File: src/rtl/fixed_predictor_decoder.sv
// fixed_predictor_decoder
// Rebuilds the 16-bit samples of one FLAC FIXED subframe from the residual
// stream. Warm-up samples pass through unchanged. Every later sample is the
// order-N fixed polynomial prediction plus the incoming residual. Each
// accepted input produces one registered output sample one cycle later.
module fixed_predictor_decoder (
    input  logic               iClock,
    input  logic               iReset,
    input  logic               iEnable,
    input  logic               iStart,
    input  logic [2:0]         iOrder,
    input  logic [15:0]        iBlockSize,
    input  logic signed [15:0] iData,
    input  logic               iValid,
    output logic signed [15:0] oSample,
    output logic               oValid,
    output logic               oFrameDone,
    output logic               oBusy,
    output logic               oError
);

    localparam int DATA_W = 16;
    localparam int PRED_W = 20;
    localparam int SUM_W  = 21;

    typedef enum logic [1:0] {
        IDLE   = 2'd0,
        WARMUP = 2'd1,
        DECODE = 2'd2
    } state_t;

    // Prediction from history. The widest case (order 4) has a coefficient
    // magnitude sum of 15. Twenty bits therefore cover any 16-bit history
    // without overflow.
    function automatic logic signed [PRED_W-1:0] predict(
        input logic [2:0]               n,
        input logic signed [DATA_W-1:0] a,
        input logic signed [DATA_W-1:0] b,
        input logic signed [DATA_W-1:0] c,
        input logic signed [DATA_W-1:0] d
    );
        logic signed [PRED_W-1:0] x1;
        logic signed [PRED_W-1:0] x2;
        logic signed [PRED_W-1:0] x3;
        logic signed [PRED_W-1:0] x4;
        x1 = PRED_W'(a);
        x2 = PRED_W'(b);
        x3 = PRED_W'(c);
        x4 = PRED_W'(d);
        case (n)
            3'd1:    predict = x1;
            3'd2:    predict = (x1 <<< 1) - x2;
            3'd3:    predict = (x1 <<< 1) + x1 - (x2 <<< 1) - x2 + x3;
            3'd4:    predict = (x1 <<< 2) - (x2 <<< 2) - (x2 <<< 1) + (x3 <<< 2) - x4;
            default: predict = '0;
        endcase
    endfunction

    // The reconstructed sample wraps modulo 2^16. The decoder does not
    // saturate, so that it matches the encoder's integer arithmetic.
    function automatic logic signed [DATA_W-1:0] wrap_sample(
        input logic signed [SUM_W-1:0] x
    );
        wrap_sample = x[DATA_W-1:0];
    endfunction

    state_t                   state_p0;
    state_t                   state_nxt;
    logic [2:0]               order_p0;
    logic [15:0]              block_size_p0;
    logic [15:0]              count_p0;
    logic signed [DATA_W-1:0] s1_p0;
    logic signed [DATA_W-1:0] s2_p0;
    logic signed [DATA_W-1:0] s3_p0;
    logic signed [DATA_W-1:0] s4_p0;

    logic                     start_ok;
    logic                     start_bad;
    logic                     accept;
    logic [16:0]              count_inc;
    logic                     last_sample;
    logic signed [PRED_W-1:0] pred_p0;
    logic signed [SUM_W-1:0]  sum_p0;
    logic signed [DATA_W-1:0] sample_p0;
    logic                     vld_p1_nxt;
    logic                     done_nxt;

    // Decode the handshake qualifiers and form the candidate output sample.
    always_comb begin
        start_ok    = iEnable && iStart && (iOrder <= 3'd4);
        start_bad   = iEnable && iStart && (iOrder > 3'd4);
        // A coincident iStart takes priority, so its iData is dropped.
        accept      = iEnable && iValid && !iStart && (state_p0 != IDLE);
        count_inc   = {1'b0, count_p0} + 17'd1;
        last_sample = (count_inc == {1'b0, block_size_p0});
        pred_p0     = predict(order_p0, s1_p0, s2_p0, s3_p0, s4_p0);
        sum_p0      = SUM_W'(pred_p0) + SUM_W'(iData);
        sample_p0   = (state_p0 == WARMUP) ? iData : wrap_sample(sum_p0);
    end

    // Next-state and pulse generation for the subframe sequencer.
    always_comb begin
        state_nxt  = state_p0;
        vld_p1_nxt = 1'b0;
        done_nxt   = 1'b0;
        if (start_ok) begin
            if (iBlockSize == 16'd0) begin
                state_nxt = IDLE;
                done_nxt  = 1'b1;
            end else if (iOrder == 3'd0) begin
                state_nxt = DECODE;
            end else begin
                state_nxt = WARMUP;
            end
        end else if (start_bad) begin
            state_nxt = IDLE;
        end else if (accept) begin
            vld_p1_nxt = 1'b1;
            if (last_sample) begin
                done_nxt  = 1'b1;
                state_nxt = IDLE;
            end else if ((state_p0 == WARMUP) && (count_inc == {14'd0, order_p0})) begin
                state_nxt = DECODE;
            end
        end
    end

    // Sequencer state register.
    always_ff @(posedge iClock) begin
        if (iReset) begin
            state_p0 <= IDLE;
        end else begin
            state_p0 <= state_nxt;
        end
    end

    // ---- p0 -> p1: history, counter and registered outputs ----
    always_ff @(posedge iClock) begin
        if (iReset) begin
            oSample       <= '0;
            oValid        <= 1'b0;
            oFrameDone    <= 1'b0;
            oError        <= 1'b0;
            order_p0      <= '0;
            block_size_p0 <= '0;
            count_p0      <= '0;
            s1_p0         <= '0;
            s2_p0         <= '0;
            s3_p0         <= '0;
            s4_p0         <= '0;
        end else begin
            oValid     <= vld_p1_nxt;
            oFrameDone <= done_nxt;
            if (start_ok) begin
                oError <= 1'b0;
            end else if (start_bad) begin
                oError <= 1'b1;
            end
            if (start_ok) begin
                order_p0      <= iOrder;
                block_size_p0 <= iBlockSize;
                count_p0      <= '0;
                s1_p0         <= '0;
                s2_p0         <= '0;
                s3_p0         <= '0;
                s4_p0         <= '0;
            end else if (accept) begin
                count_p0 <= count_p0 + 16'd1;
                s4_p0    <= s3_p0;
                s3_p0    <= s2_p0;
                s2_p0    <= s1_p0;
                s1_p0    <= sample_p0;
                oSample  <= sample_p0;
            end
        end
    end

    assign oBusy = (state_p0 != IDLE);

endmodule

File: config.mk
export PLATFORM = sky130hd
export DESIGN_NAME = fixed_predictor_decoder
export DESIGN_NICKNAME = d
export VERILOG_FILES = /design/src/rtl/fixed_predictor_decoder.sv
export SDC_FILE = /design/constraint.sdc
export NUM_CORES = 1
export LEC_CHECK = 0
export ABC_AREA = 1
export CAP_MARGIN = 25
export CELL_PAD_IN_SITES_DETAIL_PLACEMENT = 0
export CELL_PAD_IN_SITES_GLOBAL_PLACEMENT = 1
export CORE_ASPECT_RATIO = 1.4
export CORE_MARGIN = 2
export CORE_UTILIZATION = 45
export DETAILED_ROUTE_END_ITERATION = 6
export PLACE_DENSITY = 0.93
export SYNTH_ARGS = -nofsm -noshare
export SYNTH_HDL_FRONTEND = slang
export SYNTH_SLANG_ARGS = --single-unit
File: constraint.sdc
create_clock -name iClock -period 7.38 [get_ports iClock]
set_clock_uncertainty 0.2 [all_clocks]
set_input_delay 1.107 -clock iClock [delete_from_list [all_inputs] [get_ports iClock]]
set_output_delay 1.107 -clock iClock [all_outputs]
set_load 0.05 [all_outputs]
==> results of run 1 <==
-- sequential cells by signal (all words and copies together), names as in the netlist --
| signal | flops |
|---|---|
| block_size_p0 | 16 |
| count_p0 | 16 |
| oSample | 16 |
| s1_p0 | 16 |
| s2_p0 | 16 |
| s3_p0 | 16 |
| s4_p0 | 16 |
| order_p0 | 3 |
| state_p0 | 2 |
| oError | 1 |
| oFrameDone | 1 |
| oValid | 1 |
-- layout make-up --
class | count | area, µm²
fillers | 2292 | 11000
inverters | 321 | 1200
clock buffers | 21 | 470
flip-flops and latches | 120 | 2400
repair buffers | 69 | 666
well taps | 306 | 383
multi-input cells | 1055 | 6890
clock inverters | 11 | 170
-- worst paths after layout --
check / to / slack (ns)
hold reg to reg: oSample[1]$_SDFFE_PP0P_ / 0.26
setup / recovery: oSample[15]$_SDFFE_PP0P_ / 1.30
setup reg to reg: oSample[15]$_SDFFE_PP0P_ / 1.30
hold / removal: oSample[1]$_SDFFE_PP0P_ / 0.26
-- synth_stat cells, types with 2 or more instances --
library cell	number
a32oi_1	2
o21a_1	3
nor3_2	3
nand2_2	6
clkbuf_1	33
a21oi_1	170
a221oi_1	2
dfxtp_1	120
o211ai_1	3
o2111ai_1	10
nand3b_1	4
nand4_1	20
o31ai_1	3
nor4_1	2
a21o_1	3
a211oi_1	6
nand3_1	68
o22ai_1	18
inv_1	317
nor2_4	2
a31oi_1	4
nand2_1	314
o21bai_1	7
nor3_1	14
buf_2	2
fa_1	83
inv_2	2
o21ai_0	121
nor2_1	82
buf_1	2
xnor2_1	7
ha_1	65
or2_2	9
clkinv_1	2
xor2_1	11
-- metal layers --
metal  up-vias  track usage
li1       5019            -
met1      4704        0.299
met2       248        0.500
met3        61       0.0389
met4         0       0.0974
met5         -            0
-- stage by stage --
stage	power, mW	utilization	worst slack, ns	instances	hold WS [ns]
after global placement	1.26	0.498	1.43	1871	0.248
after floorplan	1.09	-	2.17	1533	0.256
after CTS	2.19	0.525	1.35	1903	0.263
after global routing	2.31	0.525	0.814	1903	0.281
after detailed placement	1.27	0.498	1.37	1871	0.254
final	2.19	0.525	1.30	1903	0.259
-- worst max-delay path: cells and delay by family, from the launching register on --
kind,cells,cell delay (ns)
flops,1,0.56
compound gates,8,1.39
buf+inv,4,0.30
simple gates,11,1.24
fa+ha+maj,5,2.28
-- power by group --
part	total (mW)	internal, mW	switching, mW
logic	0.589	0.209	0.380
registers	0.673	0.661	0.0124
clock network	0.926	0.592	0.334
-- cells by family after synthesis --
logic type               after synthesis
flip-flops                           120
AO/OA/AOI/OAI                        360
adder cells (fa/ha/maj)              148
XOR/XNOR                              19
AND/OR/NAND/NOR                      528
buffers and inverters                358
==> impl_metrics.yaml, run 1 <==
outcome:
  status: "finished clean"
timing:
  min_period_over_period: 0.823
  fin_crit_ns: 6.08
  max_slew_margin: 0.491
  final_hold_viol_count: 0
  clock.fmax_mhz: 165
  grt_setup_unrepaired: "false"
  finalMaxSlewViolations: 0
  tns_ns: 0
  worstMarginPinSlew_ns: 0.761
  setup_viol: 0
logic_synthesis:
  synth_compound_area_frac: 0.186
  async_reset_ff_frac: 0
  synth_xor_area_frac: 0.0170
  synth_adder_area_share: 0.233
  synth_nets: 1721
  synth_top_area_share: 0.226
  ys_ff_latch: 120
  syn_inst: 1533
  yosysWarnings: 0
  synthMuxAreaShare: 0
  synth_edf_count: 0
  synth_top_family_by_area: "adder cells"
  synth_area_um2: 10600
  ys_top_cells_by_area: "dfxtp_1, fa_1, inv_1"
  ys.flop_type: "dfxtp_1"
  synth_simple_gate_area_frac: 0.212
  seq_area_frac_synth: 0.226
  ys_types: 48
  yosys.area.top_type: "dfxtp_1"
  syn_area_per_cell_um2: 6.93
placement:
  port_buffers: 59
  hpwl_um: 24500
  gp_congestion: 0.965
  place_area_um2: 11500
worst_setup_path:
  start_kind: "register"
  cp_slowest_stage_delay_ns: 0.56
  crit_type: "register to register"
  cp-startpoint: "s1_p0[3]$_SDFFE_PP0P_"
  rr_startpoint: "s1_p0[3]$_SDFFE_PP0P_"
  reg2regPathDepth: 28
  critical_path.slowest_cell: "dfxtp_1"
  required_ns: 7.53
  cp.arrival_ns: 6.22
  path_max_fanout: 6
  crit_path_end_kind: "register"
drt:
  drt_wl_total_um: 31500
  drt_iter0_markers: 711
  drcViolationCount: 0
  dr_total_vias: 10000
  highest_layer: "met4"
  dr_wl_met2_um: 16900
  drt_pass1_iterations: 5
  wl_per_cell_um: 16.5
  vias_per_cell: 5.27
  wl_met3_um: 1220
  antenna_left: 0
  wl_met1_um: 12500
clocking:
  cts.sinks: 120
  clockBufferDepth: 2
  clock_latency_ns: 0.44
  cts_resized: 0
  cts-root-buf: "clkbuf_16"
  postCtsHoldBufs: 0
  clkTransAtPathRegs_ns: 0.06
  cts_buffers: 17
  htree_levels: 4
  cts_tree: "yes"
  postCtsSetupBuffers: 0
grt:
  grt_max_degree: 75
  grt_pass1_vias: 10000
  grt_use_total: 0.264
  grt_pass1_wl_um: 51100
  grt-ovfl-total: 0
  antenna_found_initial: 0
floorplanning:
  die_h_um: 186
  die-area_um2: 24900
  coreArea_um2: 23200
  die_w_um: 134
  start_util: 0.458
  ioPinCount: 60
  num_rows: 66
min_path:
  min_delay_path_depth: 2
  hold_class: "register to register"
  hold_start: "oSample[1]$_SDFFE_PP0P_"
power_and_ir_drop:
  cellPowerDensity_nw_per_um2: 180
  ir_worst_vdd_mv: 0.183
  cellLeakagePower_nw: 5.79
layout:
  finalNetCount: 1772
  layout-drive-gt1-share: 0.0426
  area_growth_pct: 14.8
  layout.cells.most_common: "inv_1"
  final_cell_area_um2: 12200
  n_antenna_cell: 0
  final_cell_mix: "inv_1, nand2_1, a21oi_1, o21ai_0, dfxtp_1"
flow_run:
  maxCapViolCount: 0
No activity file was read; power rests on OpenSTA's default activity.
==> run 2: changes to the inputs <==
clock period = 6.2 ns   (was 7.38 ns; I/O delays follow)
==> run 2 against run 1 <==
Effect of this change:
- count of clock-buffer cells in the layout is the same
- core utilization increased by 0.16 points
- non-clock buffer count rose by 5
- register-to-register slack worse by 0.92 ns
- worst hold slack gained 0.0093 ns
- global-route usage down 0.44 points
- critical path depth unchanged
- largest cell class unchanged
- highest routed layer unchanged
- die area unchanged
- the flow now finishes with violations (DRC)
==> impl_metrics.yaml, run 2 (same netlist as run 1, synthesis figures left out) <==
outcome:
  status: "finished, violations left"
  violations: "DRC"
worst_setup_path:
  reg2regPathDepth: 28
  critical_path.slowest_cell: "fa_1"
  ff2ff_setup_slack_ns: 0.39
  cp.arrival_ns: 5.90
  path_max_fanout: 9
  rr_startpoint: "s2_p0[0]$_SDFFE_PP0P_"
  crit_path_end_kind: "register"
  start_kind: "register"
  cp_slowest_stage_delay_ns: 0.51
  r2r_end: "oSample[15]$_SDFFE_PP0P_"
  required_ns: 6.29
  crit_type: "register to register"
power_and_ir_drop:
  ir_worst_vdd_mv: 0.199
  cellPowerDensity_nw_per_um2: 211
  cellLeakagePower_nw: 5.82
drt:
  dr_total_vias: 10100
  drt_wl_total_um: 31100
  wl_per_cell_um: 16.3
  antenna_left: 0
  vias_per_cell: 5.28
  drcViolationCount: 1
  drt_iter0_markers: 492
  drt_pass1_iterations: 7
floorplanning:
  die_w_um: 134
  num_rows: 66
  start_util: 0.458
  ioPinCount: 60
  die_h_um: 186
  die-area_um2: 24900
  coreArea_um2: 23200
min_path:
  min_delay_path_depth: 2
  hold_class: "register to register"
  min_to: "oSample[0]$_SDFFE_PP0P_"
  hold_start: "oSample[0]$_SDFFE_PP0P_"
timing:
  setup_viol: 0
  finalMaxSlewViolations: 0
  min_period_over_period: 0.937
  worstMarginPinSlew_ns: 1.03
  tns_ns: 0
  max_slew_margin: 0.312
  final_hold_viol_count: 0
  clock.fmax_mhz: 172
  fin_crit_ns: 5.81
  grt_setup_unrepaired: "false"
layout:
  layout-drive-gt1-share: 0.0512
  finalNetCount: 1777
  final.fill_count: 2261
  n_antenna_cell: 0
  final_cell_mix: "inv_1, nand2_1, a21oi_1, o21ai_0, dfxtp_1"
  final_cell_area_um2: 12200
  layout.cells.most_common: "inv_1"
  area_growth_pct: 15.1
placement:
  place_area_um2: 11600
  port_buffers: 59
  gp_congestion: 0.909
  hpwl_um: 24600
clocking:
  cts_buffers: 17
  clockBufferDepth: 2
  cts.sinks: 120
  postCtsHoldBufs: 0
  clkTransAtPathRegs_ns: 0.06
  cts_tree: "yes"
  htree_levels: 4
  cts-root-buf: "clkbuf_16"
  clock_latency_ns: 0.44
grt:
  grt-ovfl-total: 0
  grt_use_total: 0.260
  grt_pass1_wl_um: 50200
  grt_pass1_vias: 10100
  antenna_found_initial: 0
  grt_max_degree: 67
flow_run:
  maxCapViolCount: 0
run 2: final cells by class:
class / instances / area (µm²) / area share
repair buffers: 74 / 703 / 0.0575
flip-flops and latches: 120 / 2410 / 0.197
clock inverters: 11 / 145 / 0.0119
well taps: 306 / 383 / 0.0313
multi-input cells: 1055 / 6900 / 0.564
clock buffers: 21 / 480 / 0.0393
inverters: 321 / 1200 / 0.0986
run 2: report_power, final:
group	switching (mW)	internal (mW)
Sequential	0.0141	0.787
Clock	0.398	0.673
Combinational	0.450	0.251
Total	0.863	1.71
run 2: metrics by stage:
| stage | hold WS, ns | utilization | worst slack [ns] | total power, mW | instances |
|---|---|---|---|---|---|
| after CTS | 0.271 | 0.526 | 0.304 | 2.57 | 1907 |
| final | 0.268 | 0.527 | 0.390 | 2.57 | 1908 |
| after detailed placement | 0.263 | 0.499 | 0.319 | 1.50 | 1875 |
| after global placement | 0.253 | 0.499 | 0.402 | 1.49 | 1875 |
| after global routing | 0.289 | 0.527 | 0.00205 | 2.70 | 1908 |
| after floorplan | 0.256 | - | 0.988 | 1.30 | 1533 |
run 2: routing by layer:
layer / part of all wire / track usage / up-vias / wire, µm
li1: - / - / 5038 / -
met1: 0.39 / 0.284 / 4692 / 12200
met2: 0.53 / 0.490 / 271 / 16500
met3: 0.041 / 0.0425 / 69 / 1290
met4: 0.035 / 0.117 / 0 / 1080
met5: 0 / 0 / - / 0
run 2: how the worst max path moves through the flow:
stage / cells past startpoint / slack [ns] / startpoint / end
CTS: 28 / 0.30 / s2_p0[0]$_SDFFE_PP0P_ / oSample[15]$_SDFFE_PP0P_
global placement: 29 / 0.40 / s1_p0[2]$_SDFFE_PP0P_ / oSample[15]$_SDFFE_PP0P_
global route: 29 / 0.002 / s1_p0[2]$_SDFFE_PP0P_ / oSample[15]$_SDFFE_PP0P_
floorplan: 27 / 0.99 / s1_p0[1]$_SDFFE_PP0P_ / s1_p0[15]$_SDFFE_PP0P_
finish: 28 / 0.39 / s2_p0[0]$_SDFFE_PP0P_ / oSample[15]$_SDFFE_PP0P_
detailed placement: 28 / 0.32 / s2_p0[0]$_SDFFE_PP0P_ / oSample[15]$_SDFFE_PP0P_
run 2: worst max-delay path: cells and delay by family, from the launching register on:
| family | cells | cell delay (ns) |
|---|---|---|
| fa+ha+maj | 6 | 2.41 |
| compound gates | 7 | 1.23 |
| simple gates | 10 | 1.01 |
| flops | 1 | 0.44 |
| buf+inv | 5 | 0.37 |
run 2: repair_timing:
| item | in CTS | in global routing |
|---|---|---|
| resized for setup | 0 | 9 |
| buffers inserted | 0 | 0 |
| setup endpoints to repair | 0 | 4 |
==> run 3: changes to the inputs <==
ABC_CLOCK_PERIOD_IN_PS = 6200   (was default)
==> results of run 3 <==
Final layout, timing and power as in run 2 (identical DEF).
==> variant 1, RTL diff (config.mk and constraints of run 1) <==
Add an input register stage for `iBlockSize`; this delays it by one clock. The other inputs are not delayed to match.
--- a/src/rtl/fixed_predictor_decoder.sv
+++ b/src/rtl/fixed_predictor_decoder.sv
@@ -28,6 +28,12 @@
         WARMUP = 2'd1,
         DECODE = 2'd2
     } state_t;
+
+    logic [15:0] iBlockSize_q;
+
+    always_ff @(posedge iClock) begin
+        iBlockSize_q <= iBlockSize;
+    end
 
     // Prediction from history. The widest case (order 4) has a coefficient
     // magnitude sum of 15. Twenty bits therefore cover any 16-bit history
@@ -104,7 +110,7 @@
         vld_p1_nxt = 1'b0;
         done_nxt   = 1'b0;
         if (start_ok) begin
-            if (iBlockSize == 16'd0) begin
+            if (iBlockSize_q == 16'd0) begin
                 state_nxt = IDLE;
                 done_nxt  = 1'b1;
             end else if (iOrder == 3'd0) begin
@@ -158,7 +164,7 @@
             end
             if (start_ok) begin
                 order_p0      <= iOrder;
-                block_size_p0 <= iBlockSize;
+                block_size_p0 <= iBlockSize_q;
                 count_p0      <= '0;
                 s1_p0         <= '0;
                 s2_p0         <= '0;
Formal check against the unedited RTL: not equivalent (Yosys sat finds a counterexample within 4 cycles, from zero or initial values and one cycle with iReset high).
==> variant 1 against run 1 <==
Non-clock buffer count shrank 1. Critical path type unchanged. Power grew 2.4%. Worst setup slack lost 0.016 ns. Clock power shrank 4.4%. Routed wire length shrank 3.2%. Sequential cell count grew 16. Core utilization shrank 0.57 points. Largest power group unchanged. Largest cell class unchanged. Final area grew 1.5%. Synthesized area grew 1.9%.
==> variant 1: results <==
set metrics [dict create \
    synth_area_leaders "dfxtp_1, fa_1, inv_1, nand2_1, a21oi_1" \
    drt_iter0_markers 605 \
    htreeDepth 4 \
    drt_first_pass_iters 5 \
    diodes 0 \
    crit_slowest_cell "o21ai_0" \
    p_int_w 0.00143 \
    critPathArrivalTime_ns 6.19 \
    grt_pass1_vias 9685 \
    post_cts_buffers 0 \
    p_leak_nw 5.79 \
    yosys_most_used_dff "dfxtp_1" \
    synth_warnings 0 \
    hpwl_um 24100 \
    ctsResizeCount 0 \
    r2r_end "oSample[8]" \
    layout-drive-gt1-share_pct 4.97 \
    insertion_delay_ns 0.45 \
    syn-num-nets 1690 \
    hp-start "oSample[0]" \
    clockBufferDepth 2 \
    worstPathMaxFanout 7 \
    min_path_type "reg2reg" \
    yosysSeqAreaShare_pct 25.2 \
    clk_pin_slew_ns 0.07 \
    numCtsBuffers 17 \
    place.gp.congestion 0.970 \
    outcome "completed" \
    r2r-start "s1_p0[2]" \
    critical_path.max_stage_delay_ns 0.72 \
    grt_usage_pct 25.4 \
    irDropWorstVdd_mv 0.186 \
    worstHoldEndpoint "oSample[0]" \
    synth.distinct_cells 45 \
    grt_max_degree 98 \
    yosys-top-cells-count "inv_1, nand2_1, a21oi_1" \
    antenna_found_initial 0 \
    r2r_cells 21 \
    clockRootBuffer "clkbuf_16" \
    grt_first_pass_wirelength_um 49800 \
    rrSetupSlack_ns 1.29 \
    max_slew_margin_pct 36.9 \
    drt-vias-per-instance 5.21 \
    fillers 2408 \
    portBuffers 59 \
    wl_um 30500 \
]
==> variant 1: stage by stage <==
step	instances	worst slack (ns)	util, %	hold slack [ns]	instance area, um^2
detailed placement	1846	1.30	49.4	0.258	11800
CTS	1878	1.30	52.0	0.272	12400
global route	1878	0.699	52.0	0.283	12400
global placement	1846	1.30	49.4	0.256	11800
floorplan	1502	2.14	-	0.248	10800
finish	1878	1.29	52.0	0.267	12400
==> variant 1: final cells by class <==
cell class	count	area, um^2	area share [%]
clock buffers	17	425	3.44
inverters	321	1200	9.74
flip-flops and latches	136	2720	22.0
clock inverters	15	191	1.55
multi-input cells	1011	6780	54.8
well taps	310	388	3.14
repair buffers	68	658	5.32
==> variant 1: power groups by stage <==
stage          sequential (W)  combinational, W  clock, W
6_report             0.000764          0.000592  0.000885
5_1_grt              0.000767          0.000671  0.000926
3_5_place_dp         0.000781          0.000578         0
3_3_place_gp         0.000781          0.000574         0
4_1_cts              0.000764          0.000585  0.000895
2_1_floorplan        0.000784          0.000416         0
==> variant 1: layer usage <==
| metal | track usage [%] | up-vias | wire, um |
|---|---|---|---|
| li1 | - | 4932 | - |
| met2 | 44.2 | 258 | 15500 |
| met5 | 0 | - | 0 |
| met1 | 30.4 | 4516 | 12300 |
| met4 | 12.3 | 0 | 1430 |
| met3 | 3.60 | 72 | 1230 |
==> variant 1: worst max-delay path by stage <==
stage / start / to / slack (ns) / depth (start not counted)
after floorplan: s1_p0[1] / s1_p0[15] / 2.14 / 28
after global placement: s1_p0[5] / oSample[14] / 1.30 / 31
after detailed placement: s1_p0[5] / oSample[14] / 1.30 / 32
after CTS: s1_p0[5] / oSample[14] / 1.30 / 32
after global routing: s2_p0[0] / oSample[13] / 0.70 / 27
final: s1_p0[2] / oSample[8] / 1.29 / 21
==> variant 1: critical path, delay by kind of cell (launching register included) <==
kind            cells  cell delay [ns]
compound gates      8             2.21
xor+xnor            1             0.16
fa+ha+maj           5             2.33
buf+inv             5             0.42
flops               1             0.46
simple gates        2             0.16
==> variant 1: cell families (layout without fill, tap and decap cells) <==
family / Yosys count / after routing / share of synthesized area [%]
AOI/OAI and AO/OA: 357 / 357 / 18.1
xor gates and xnor gates: 28 / 28 / 2.52
adders and majority gates: 148 / 148 / 22.9
buffers and inverters: 355 / 421 / 12.3
DFF: 136 / 136 / 25.2
and+or+nand+nor: 478 / 478 / 19.0
==> variant 2, RTL diff (config.mk and constraints of run 1) <==
Made on the original files. Register the output `oFrameDone` once more, cleared by the reset; this adds one clock of latency there. The other outputs are not delayed to match.
--- a/src/rtl/fixed_predictor_decoder.sv
+++ b/src/rtl/fixed_predictor_decoder.sv
@@ -28,6 +28,8 @@
         WARMUP = 2'd1,
         DECODE = 2'd2
     } state_t;
+
+    logic oFrameDone_s0;
 
     // Prediction from history. The widest case (order 4) has a coefficient
     // magnitude sum of 15. Twenty bits therefore cover any 16-bit history
@@ -139,7 +141,7 @@
         if (iReset) begin
             oSample       <= '0;
             oValid        <= 1'b0;
-            oFrameDone    <= 1'b0;
+            oFrameDone_s0 <= 1'b0;
             oError        <= 1'b0;
             order_p0      <= '0;
             block_size_p0 <= '0;
@@ -150,7 +152,7 @@
             s4_p0         <= '0;
         end else begin
             oValid     <= vld_p1_nxt;
-            oFrameDone <= done_nxt;
+            oFrameDone_s0 <= done_nxt;
             if (start_ok) begin
                 oError <= 1'b0;
             end else if (start_bad) begin
@@ -177,5 +179,13 @@
 
     assign oBusy = (state_p0 != IDLE);
 
+    always_ff @(posedge iClock) begin
+        if (iReset) begin
+            oFrameDone <= '0;
+        end else begin
+            oFrameDone <= oFrameDone_s0;
+        end
+    end
+
 endmodule
 
Behaviour: not the same (Yosys sat finds a counterexample within 4 cycles, from zero or initial values and one cycle with iReset high).
==> variant 2 against run 1 <==
Via count increased by 0.45%. Synthesized area is 0.54% higher. Worst setup slack better by 0.15 ns. Sequential cell count up 1. Power rose by 5.1%. Synthesized cell count is essentially flat. Die area increased by 0.53%. Final area decreased by 0.16%. First-iteration DRC count is 11% lower. Worst hold slack worse by 0.055 ns. Routed wire length shrank 2.5%. Sequential power grew 2%. Global-route usage fell by 1.1 points. Critical endpoint is now oSample[13]. Highest routed layer unchanged.
==> variant 2: results <==
set metrics [dict create \
    highest_layer "met4" \
    tightest_slew_ns 0.918 \
    met3_length_um 1340 \
    critical_path.max_stage_delay_ns 0.58 \
    hpwl_um 24000 \
    fillers 2297 \
    wl_um 30700 \
    drt_iter0_markers 632 \
    dpl_worst_slack_ns 1.47 \
    finalCriticalPeriod_ns 5.93 \
    yosysSeqAreaShare_pct 22.7 \
    synth_area_leaders "dfxtp_1, fa_1, inv_1, nand2_1, ha_1" \
    syn-num-nets 1720 \
    worstPathMaxFanout 5 \
    grt_max_degree 79 \
    crit_slowest_cell "fa_1" \
    layout-drive-gt1-share_pct 5.59 \
    p_leak_nw 5.79 \
    grt_pass1_vias 9886 \
    grt_first_pass_wirelength_um 49300 \
    irDropWorstVdd_mv 0.166 \
    finalHoldViolations 0 \
    met2_wirelength_um 15900 \
    outcome "completed" \
    nets 1767 \
    critPathArrivalTime_ns 6.02 \
    clockRootBuffer "clkbuf_16" \
    yosys-top-cells-count "inv_1, nand2_1, a21oi_1" \
    cpLargestDelayFamily "adder cells" \
    diodes 0 \
    place.gp.congestion 0.925 \
]
variant 2: area by class of cell:
class                   count  area [um^2]  area share [%]
repair buffers             66          643            5.28
clock inverters            11          145            1.19
well taps                 306          383            3.15
multi-input cells        1050         6900            56.7
flip-flops and latches    121         2420            19.9
clock buffers              21          460            3.78
inverters                 323         1210            9.98
variant 2: through the flow:
| step | area, um^2 | hold slack [ns] | util (%) | cells |
|---|---|---|---|---|
| 2_1_floorplan | 10700 | 0.188 | - | 1532 |
| 3_3_place_gp | 11600 | 0.189 | 49.7 | 1866 |
| 3_5_place_dp | 11600 | 0.194 | 49.7 | 1866 |
| 4_1_cts | 12200 | 0.204 | 52.3 | 1898 |
| 5_1_grt | 12200 | 0.259 | 52.3 | 1898 |
| 6_report | 12200 | 0.204 | 52.3 | 1898 |
variant 2: per-layer routing:
layer	vias up	track usage [%]
met5	-	0
met4	0	12.1
met3	81	3.33
met2	297	46.4
met1	4708	29.0
li1	4991	-
variant 2: path summary, 6_finish.rpt:
| kind | start | to | cells after the start |
|---|---|---|---|
| max reg2reg | s1_p0[6] | oSample[13] | 27 |
| min | oFrameDone_s0 | oFrameDone | 2 |
| max | s1_p0[6] | oSample[13] | 27 |
| min reg2reg | oFrameDone_s0 | oFrameDone | 2 |
variant 2: power breakdown:
group	total [W]	switching, W	internal (W)
clock	0.000876	0.000328	0.000548
sequential	0.000685	0.0000158	0.000669
combinational	0.000740	0.000471	0.000269
variant 2: cells by family after synthesis:
| kind of cell | share of synthesized area (%) |
|---|---|
| simple gates | 22.4 |
| buf+inv | 12.8 |
| compound gates | 17.2 |
| fa+ha+maj | 23.2 |
| flops | 22.7 |
| xor+xnor | 1.77 |
